===== config.mk =====
export PLATFORM = sky130hd
export DESIGN_NAME = fft_seq_ctrl
export DESIGN_NICKNAME = d
export VERILOG_FILES = /design/src/rtl/fft_seq_ctrl.sv
export SDC_FILE = /design/constraint.sdc
export NUM_CORES = 1
export LEC_CHECK = 0
export CAP_MARGIN = 20
export CELL_PAD_IN_SITES_DETAIL_PLACEMENT = 1
export CELL_PAD_IN_SITES_GLOBAL_PLACEMENT = 1
export CORE_MARGIN = 2
export CORE_UTILIZATION = 35
export DETAILED_ROUTE_END_ITERATION = 10
export GPL_ROUTABILITY_DRIVEN = 0
export PLACE_DENSITY_LB_ADDON = 0.1
export SLEW_MARGIN = 20
export SYNTH_ARGS = -nofsm -noshare
export SYNTH_HDL_FRONTEND = slang
export SYNTH_SLANG_ARGS = --single-unit

===== constraint.sdc =====
create_clock -name clk -period 3.3 [get_ports clk]
set_clock_uncertainty 0.2 [all_clocks]
set_input_delay 0.66 -clock clk [delete_from_list [all_inputs] [get_ports clk]]
set_output_delay 0.66 -clock clk [all_outputs]
set_load 0.05 [all_outputs]

===== src/rtl/fft_seq_ctrl.sv =====
// Sequencer for a 16-point radix-2 SDF FFT chain: stage counter, datapath advance, handshakes,
// frame flush and output tagging. Define FFT_BITREV_EN to report out_idx in natural bin order.
module fft_seq_ctrl #(
  parameter int N        = 16,
  parameter int LOG2N    = 4,
  parameter int PIPE_LAT = 22
) (
  input  logic             clk,
  input  logic             rst,
  input  logic             in_valid,
  output logic             in_ready,
  output logic             in_zero,
  output logic             dp_en,
  output logic [LOG2N-2:0] stage_cnt,
  output logic             out_valid,
  input  logic             out_ready,
  output logic [LOG2N-1:0] out_idx,
  output logic             out_last,
  output logic             busy
);

  typedef enum logic [1:0] {
    IDLE  = 2'd0,
    RUN   = 2'd1,
    FLUSH = 2'd2
  } state_e;

  typedef struct packed {
    logic             live;
    logic             last;
    logic [LOG2N-1:0] idx;
  } tag_t;

  localparam logic [LOG2N-1:0] LAST_SMP = LOG2N'(N - 1);

  state_e           state_q, state_d;
  logic [LOG2N-1:0] smp_cnt_q, smp_cnt_d;
  tag_t             tag_q [PIPE_LAT];
  tag_t             tag_d [PIPE_LAT];
  tag_t             head;
  tag_t             tag_push;
  logic             stall;
  logic             pipe_live;

  // The head of the tag pipe lines up with the result at the chain output.
  always_comb begin
    head      = tag_q[PIPE_LAT-1];
    out_valid = head.live;
    out_last  = head.live & head.last;
    stall     = out_valid & ~out_ready;
    pipe_live = 1'b0;
    for (int i = 0; i < PIPE_LAT; i++) begin
      pipe_live = pipe_live | tag_q[i].live;
    end
  end

  always_comb begin
    // NOTE: every signal driven here gets a default first, so no path can infer a latch.
    state_d  = state_q;
    in_ready = 1'b0;
    in_zero  = 1'b0;
    dp_en    = 1'b0;
    case (state_q)
      IDLE: begin
        in_ready = 1'b1;
        dp_en    = in_valid;
        if (in_valid) state_d = RUN;
      end
      RUN: begin
        in_ready = ~stall;
        dp_en    = in_valid & ~stall;
        // A source gap only ends the frame stream at a frame boundary; mid-frame it just waits.
        if (smp_cnt_q == '0 && !in_valid) begin
          state_d = pipe_live ? FLUSH : IDLE;
        end
      end
      FLUSH: begin
        in_zero = 1'b1;
        dp_en   = ~stall;
        if (!stall && smp_cnt_q == LAST_SMP) begin
          if (in_valid)       state_d = RUN;
          else if (!pipe_live) state_d = IDLE;
          else                state_d = FLUSH;
        end
      end
      default: state_d = IDLE;
    endcase
  end

  always_comb begin
    smp_cnt_d = smp_cnt_q;
    tag_d     = tag_q;
    tag_push  = '{live: ~in_zero, last: (smp_cnt_q == LAST_SMP), idx: smp_cnt_q};
    if (dp_en) begin
      smp_cnt_d = smp_cnt_q + 1'b1;
      tag_d[0]  = tag_push;
      for (int i = 1; i < PIPE_LAT; i++) begin
        tag_d[i] = tag_q[i-1];
      end
    end
  end

  always_ff @(posedge clk or negedge rst) begin
    if (!rst) begin
      state_q   <= IDLE;
      smp_cnt_q <= '0;
      // NOTE: the whole tag pipe is reset so samples in flight at reset never surface as output.
      for (int i = 0; i < PIPE_LAT; i++) begin
        tag_q[i] <= '0;
      end
    end else begin
      // NOTE: non-blocking assignments keep every flop sampling the pre-edge values.
      state_q   <= state_d;
      smp_cnt_q <= smp_cnt_d;
      tag_q     <= tag_d;
    end
  end

  assign stage_cnt = smp_cnt_q[LOG2N-2:0];
  assign busy      = (state_q != IDLE);

`ifdef FFT_BITREV_EN
  function automatic logic [LOG2N-1:0] bit_rev(input logic [LOG2N-1:0] v);
    logic [LOG2N-1:0] r;
    for (int b = 0; b < LOG2N; b++) begin
      r[b] = v[LOG2N-1-b];
    end
    return r;
  endfunction

  // SDF output emerges in bit-reversed order; undo it so out_idx is the bin number.
  assign out_idx = bit_rev(head.idx);
`else
  assign out_idx = head.idx;
`endif

endmodule

After elaboration in Yosys (flattened, before gate mapping)
Index checks and enable logic that the tools add are counted.
{"block": "word_totals", "input_bits": 4, "reg_bits": 138, "n_memories": 0, "output_inout_bits": 13, "rom_bits": 0, "wordCells": 119, "latchBits": 0, "mem_bits_rw": 0}
{"block": "op_classes", "n_lt_le_gt_ge": 0, "mux": 9, "shift": 0, "n_mul": 0, "n_reduce_logical": 8, "bitwise_logic": 27, "div": 0, "eq_ne": 6, "addsub": 1}
{"op": "OR 1 bit", "n": 21}
{"op": "two-way mux 2 bit", "n": 5}
{"op": "!= test 2 bit, second input constant", "n": 3}
{"op": "one-hot mux 2 bit (3 select lines)", "n": 1}
{"op": "adder 4 x 1 -> 4 bit, second input constant", "n": 1}
{"op": "equality test 4 bit, second input constant", "n": 1}
{"op": "zero test 4 bit", "n": 1}
{"op": "bitwise AND 1 bit", "n": 3}
{"op": "inverter 1 bit", "n": 3}
{"op": "one-hot mux 1 bit (3 select lines)", "n": 1}
{"op": "AND reduction 3 bit", "n": 1}
{"op": "equality test 2 x 1 -> 1 bit, second input constant", "n": 1}
{"op": "equality test 2 bit, second input constant", "n": 1}
{"op": "logical AND 1 bit", "n": 2}
{"op": "zero test 1 bit", "n": 2}
{"op": "zero test 2 bit", "n": 1}
{"op": "one-hot mux 1 bit (2 select lines)", "n": 1}
{"op": "nonzero test 2 bit", "n": 1}
{"op": "two-way mux 1 bit", "n": 1}

Depth between registers and ports, before layout
Gate-level depths: netlist (run 1).
{"block": "depth", "word_depth": 25, "depth_mapped": 8, "ltp_nobuf": 6}

Worst setup path before layout (run 1)
No wires, ideal clock.
{"block": "synth_path", "kind": "register -> output", "start": "register state_q[0]", "end": "output dp_en", "n_path_buf": 3, "t_required_ns": 2.440, "path_slack_ns": 0.456, "stages_incl_launch_ff": 8, "t_arrival_ns": 1.984, "path_cell_list": "dfrtp_1 > and2b_1 > o21bai_4 > and2_4 > buf_6 > buf_6 > buf_6 > inv_1"}
{"block": "synth_via", "elab_chain_cells": 2, "word_cells_on_any_way": 4, "classes_between": "eq/ne (2); mux (1); reduce/logical (1)"}
{"element": "from (decl)", "line": "36", "text": "state_e state_q, state_d;"}
{"element": "from (signal assigned)", "line": "113", "text": "state_q <= state_d;"}
{"element": "equality test 2 bit (tied with other cells)", "line": "63", "text": "case (state_q)"}
{"element": "one-hot mux 1 bit (3 select lines) *", "line": "63"}
{"element": "to (decl)", "line": "13", "text": "output logic dp_en,"}
Mark *: on every way between the ends. The rest lies on a longest branch, timed or not.

Worst setup path after layout (run 1)
{"block": "layout_path", "start": "input in_valid", "end": "output dp_en"}
{"block": "layout_via", "elab_chain_cells": 2}
{"element": "from (decl)", "line": "10", "text": "input logic in_valid,"}
{"element": "bitwise AND 1 bit", "line": "71", "text": "dp_en = in_valid & ~stall;"}
{"element": "one-hot mux 1 bit (3 select lines) *", "line": "63"}
Marks and branches as above.

==> results.cfg, run 1 <==
[cells_and_area]
layout_common_cells = 138 x dfrtp_1, 74 x mux2_2, 55 x mux2_4
final_nets = 363
drive_gt1_frac = 0.459
final_cell_area_mm2 = 0.00657
diodes = 0
syn_to_final_growth_pct = 17.0
n_fill_cell = 1583
final_common_cell = dfrtp_1

[critical_path]
endpoint_kind = output port
critPathBufInv = 3
r2r_cells = 5
critPathTopFamily = buffers and inverters
r2r-start = out_valid$_DFFE_PN0P_
timing.rr.end = tag_q[66]$_DFFE_PN0P_
worstPathRequired_ns = 2.44
path_class = in -> out
cp_slowest_cell = clkdlybuf4s50_1
worstPathCellList = clkdlybuf4s50_1 > nand2b_1 > or2_0 > and2_4 > inv_1 > buf_4
r2r_slack_ns = 0.93
worstPathMaxFanout = 6
max_stage_delay_ns = 0.55
start_kind = input port
arrival_ns = 2.08

[synth]
syn_area_per_cell_um2 = 16.6
syn_nets = 345
synth-seq-area-share = 0.615
synth_cells = 339
ys_seq_elements = 138
synth_warnings = 0
yosysTopAreaCell = dfrtp_1
netlist_area_mm2 = 0.00561
synthTopCellsByArea = dfrtp_1 62%, mux2_2 15%, mux2_4 15%, buf_6 1.6%, buf_4 0.94%
post-synth-top-area-fraction = 0.615
ys_types = 31

[global_route]
antenna_found_initial = 0
grt_pass1_wl_um = 14700
grt_max_degree = 69
grt_use_total = 0.113
grt_pass1_vias = 2970
overflow = 0

[place]
post-dp-hpwl_um = 4780
numPortBuffers = 16
dpl_cell_area_mm2 = 0.00594

[sta]
hold_slack_ns = 0.0339
setup_viol = 0
slew_headroom = 0.564
maxSlewViolCount = 0
fmax_mhz = 340
setup_tns_ns = 0
hold_viol = 0
rsz0062_at_grt = no
tightestPinTransition_ns = 0.654
fin_crit_ns = 2.94
post-route-period-util = 0.892

[pwr]
p_int_uw = 5000
switching_share = 0.274
vdd_drop_max_uv = 541
powerDensity_mw_per_mm2 = 1050
p_seq_frac = 0.423
power_frac_clock = 0.287
power_leakage_uw = 0.00292
p_comb_frac = 0.291
p_sw_uw = 1890

[drt]
vias = 2680
via_per_inst = 4.57
dr.pass1.iters = 4
totalWireLength_um = 8210
drt_iter0_drc = 124
postRouteAntennaNets = 0
drc = 0
routedWlPerCell_um = 14.0

[floorplan]
io_pins = 17
initial_core_util = 0.356
coreArea_mm2 = 0.0158
dieArea_mm2 = 0.0171
die_x_um = 131
die_h_um = 131
num_rows = 46

[run_status]
status = finished clean

[clock_network]
cts_buffer_depth = 2
cts-buffers-inserted = 17
cts_tree = yes
clockRootBuffer = clkbuf_16
clk_latency_ns = 0.41
htreeDepth = 4
clock_sinks = 138
post-cts-setup-buffers = 0
clk_pin_slew_worst_paths_ns = 0.06
cts.repair.resized = 0
holdBufCountCts = 0

[hold_path]
min_path_type = in -> async

[job]
max_cap_violations = 0
==> synthesized netlist by cell type (all sizes together) <==
cell type / n
o21a: 1
ha: 2
dfrtp: 138
or2: 2
nand3b: 1
nand2b: 2
nor4: 5
and2b: 1
xnor2: 1
nand2: 3
mux2: 129
o2bb2ai: 1
buf: 23
o32ai: 1
nor4b: 1
inv: 4
nor2: 1
xor2: 2
o21ai: 5
and2: 2
nand4: 1
a21boi: 1
nor2b: 2
o21bai: 1
nand3: 5
a21oi: 4
==> worst max path at each step <==
| stage | start | endpoint | slack [ns] | depth (start not counted) |
|---|---|---|---|---|
| 6_report | in_valid | dp_en | 0.36 | 6 |
| 5_1_grt | in_valid | dp_en | 0.26 | 6 |
| 3_5_place_dp | in_valid | dp_en | 0.33 | 6 |
| 4_1_cts | in_valid | dp_en | 0.33 | 6 |
| 3_3_place_gp | in_valid | dp_en | 0.36 | 6 |
| 2_1_floorplan | state_q[0]$_DFFE_PN0P_ | dp_en | 0.46 | 7 |
==> final cells by class <==
type                    count  area, um2  area share
well taps                 216        270      0.0412
inverters                   4       15.0     0.00229
repair buffers             22        239      0.0364
clock buffers              26        519      0.0791
multi-input cells         174       1960       0.299
flip-flops and latches    138       3450       0.526
clock inverters             6        108      0.0164
==> state kept, by name (all words and copies together), names as in the netlist <==
| name | count |
|---|---|
| head | 1 |
| out_idx | 4 |
| out_valid | 1 |
| smp_cnt_q | 4 |
| state_q | 2 |
| tag_q | 126 |
==> logic make-up after synthesis <==
group           synth area share
flops                      0.615
mux                        0.296
buf+inv                   0.0352
simple gates              0.0274
compound gates            0.0172
xor+xnor                 0.00468
fa+ha+maj                0.00446
==> through the flow <==
| step | setup WS [ns] | cells | utilization | power (uW) |
|---|---|---|---|---|
| after floorplan | 0.456 | 339 | - | 4600 |
| after global placement | 0.363 | 554 | 0.377 | 4900 |
| after detailed placement | 0.333 | 554 | 0.377 | 4970 |
| after CTS | 0.333 | 586 | 0.416 | 7000 |
| after global routing | 0.262 | 586 | 0.416 | 7330 |
| final | 0.356 | 586 | 0.416 | 6880 |
==> power groups by stage <==
stage / sequential [uW] / combinational (uW) / clock, uW
final: 2910 / 2000 / 1970
after global routing: 3030 / 2160 / 2140
after CTS: 2920 / 2040 / 2040
after detailed placement: 2940 / 2030 / 0
after global placement: 2920 / 1980 / 0
after floorplan: 2790 / 1810 / 0
==> per-layer routing <==
metal / GRT usage / vias to the layer above / wire length [um]
li1: - / 1226 / -
met2: 0.162 / 29 / 3620
met5: 0 / - / 0
met3: 0.0476 / 12 / 300
met1: 0.151 / 1413 / 4170
met4: 0.0469 / 0 / 119
(Power assumes the default switching activity.)
==> run 2: changes to the inputs <==
Clock period 3.3 ns to 2.8 ns, I/O delays scaled along.
==> run 2 against run 1 <==
Power is 23% higher. Final cell count grew 2.6%. Flip-flop and latch count did not move. Sequential share of layout area is 1.8 points lower. Combinational power is 28% higher. Die area is the same. Routed wire length up 6.9%. First-iteration DRC count is 38% lower. Largest cell class unchanged. Highest routed layer unchanged.
==> results.cfg, run 2 (synthesis results as in run 1) <==
[sta]
setup_tns_ns = 0
maxSlewViolCount = 0
fin_crit_ns = 2.67
rsz0062_at_grt = no
hold_slack_ns = 0.296
slew_headroom = 0.664
hold_viol = 0
post-route-period-util = 0.952
fmax_mhz = 375
setup_viol = 0
tightestPinTransition_ns = 0.503

[floorplan]
coreArea_mm2 = 0.0158
io_pins = 17
dieArea_mm2 = 0.0171
num_rows = 46
die_x_um = 131
initial_core_util = 0.356
die_h_um = 131

[critical_path]
worstPathRequired_ns = 2.04
start_kind = register
critPathBufInv = 1
path_class = reg -> out
max_stage_delay_ns = 0.71
cp_slowest_cell = clkdlybuf4s50_1
critPathTopFamily = buffers and inverters
worstPathCellList = or2_2 > clkdlybuf4s50_1
worstPathMaxFanout = 9
arrival_ns = 1.91
endpoint_kind = output port

[clock_network]
clk_latency_ns = 0.41
cts-buffers-inserted = 17
clk_pin_slew_worst_paths_ns = 0.06
clockRootBuffer = clkbuf_16
cts_tree = yes
post-cts-setup-buffers = 0
clock_sinks = 138
cts_buffer_depth = 2
htreeDepth = 4

[cells_and_area]
top_register = tag_q
diodes = 0
drive_gt1_frac = 0.483
largest_reg_flops = 126
layout_common_cells = 138 x dfrtp_1, 74 x mux2_2, 55 x mux2_4
n_fill_cell = 1587
final_nets = 378
syn_to_final_growth_pct = 21.2
final_common_cell = dfrtp_1

[global_route]
antenna_found_initial = 0
grt_pass1_vias = 3117
grt_pass1_wl_um = 15600
overflow = 0
grt_max_degree = 47
grt_use_total = 0.121

[drt]
postRouteAntennaNets = 0
vias = 2685
via_per_inst = 4.47
drt_iter0_drc = 77
dr.pass1.iters = 5
drc = 0
totalWireLength_um = 8780
routedWlPerCell_um = 14.6

[hold_path]
min_path_type = reg -> reg

[pwr]
power_leakage_uw = 0.00304
power_uw = 8490
powerDensity_mw_per_mm2 = 1250
vdd_drop_max_uv = 595

[place]
numPortBuffers = 16
post-dp-hpwl_um = 5470

[run_status]
status = finished clean

[job]
max_cap_violations = 0
[run 2: cell types whose count changed in the layout (fill, tap and decap cells not counted), moves of 2 or more]
cell        previous run  this run
clkbuf_1               3         1
buf_12                 3        10
buf_4                  5        12
clkbuf_8               6         3
bufinv_16              3         5
clkinvlp_4             1         3
[run 2: what timing repair did]
item                       4_1_cts  5_1_grt
setup endpoints to repair        1        0
hold buffers                     1        0
resized for setup                1        0
hold endpoints to repair        43        0
[run 2: layer usage]
| layer | global-route usage | routed length (um) |
|---|---|---|
| met1 | 0.160 | 4530 |
| met2 | 0.177 | 3790 |
| met3 | 0.0448 | 300 |
| met4 | 0.0582 | 152 |
| met5 | 0 | 0 |
[run 2: per-stage QoR]
stage,util,instance area (um2),worst slack (ns),instances
after CTS,0.431,6800,0.0937,601
final,0.431,6800,0.133,601
after floorplan,-,5610,0.0558,339
after global placement,0.389,6130,0.209,568
after global routing,0.431,6800,0.0634,601
after detailed placement,0.389,6130,0.164,568
[run 2: cell type report]
class                   instances  area [um2]  share of cell area
well taps                     216         270              0.0397
repair buffers                 37         440              0.0648
flip-flops and latches        138        3450               0.508
multi-input cells             174        1960               0.288
clock buffers                  21         470              0.0692
inverters                       4        15.0             0.00221
clock inverters                11         191              0.0281
[run 2: final timing paths]
check / from / to / slack [ns] / cells past startpoint
max: state_q[1]$_DFFE_PN0P_ / busy / 0.13 / 2
min: tag_q[9]$_DFFE_PN0P_ / out_idx[3]$_DFFE_PN0P_ / 0.30 / 1
max reg2reg: out_valid$_DFFE_PN0P_ / tag_q[29]$_DFFE_PN0P_ / 0.63 / 7
min reg2reg: tag_q[9]$_DFFE_PN0P_ / out_idx[3]$_DFFE_PN0P_ / 0.30 / 1
max in group asynchronous: rst / out_idx[0]$_DFFE_PN0P_ / 1.25 / 3
min in group asynchronous: rst / tag_q[19]$_DFFE_PN0P_ / 0.44 / 2
[run 2: where the power goes]
part / internal (uW) / total [uW] / leakage, uW / switching, uW
logic: 1600 / 2550 / 0.00110 / 950
registers: 2900 / 3440 / 0.00162 / 543
clock network: 1650 / 2490 / 0.000315 / 842
total: 6150 / 8490 / 0.00304 / 2340
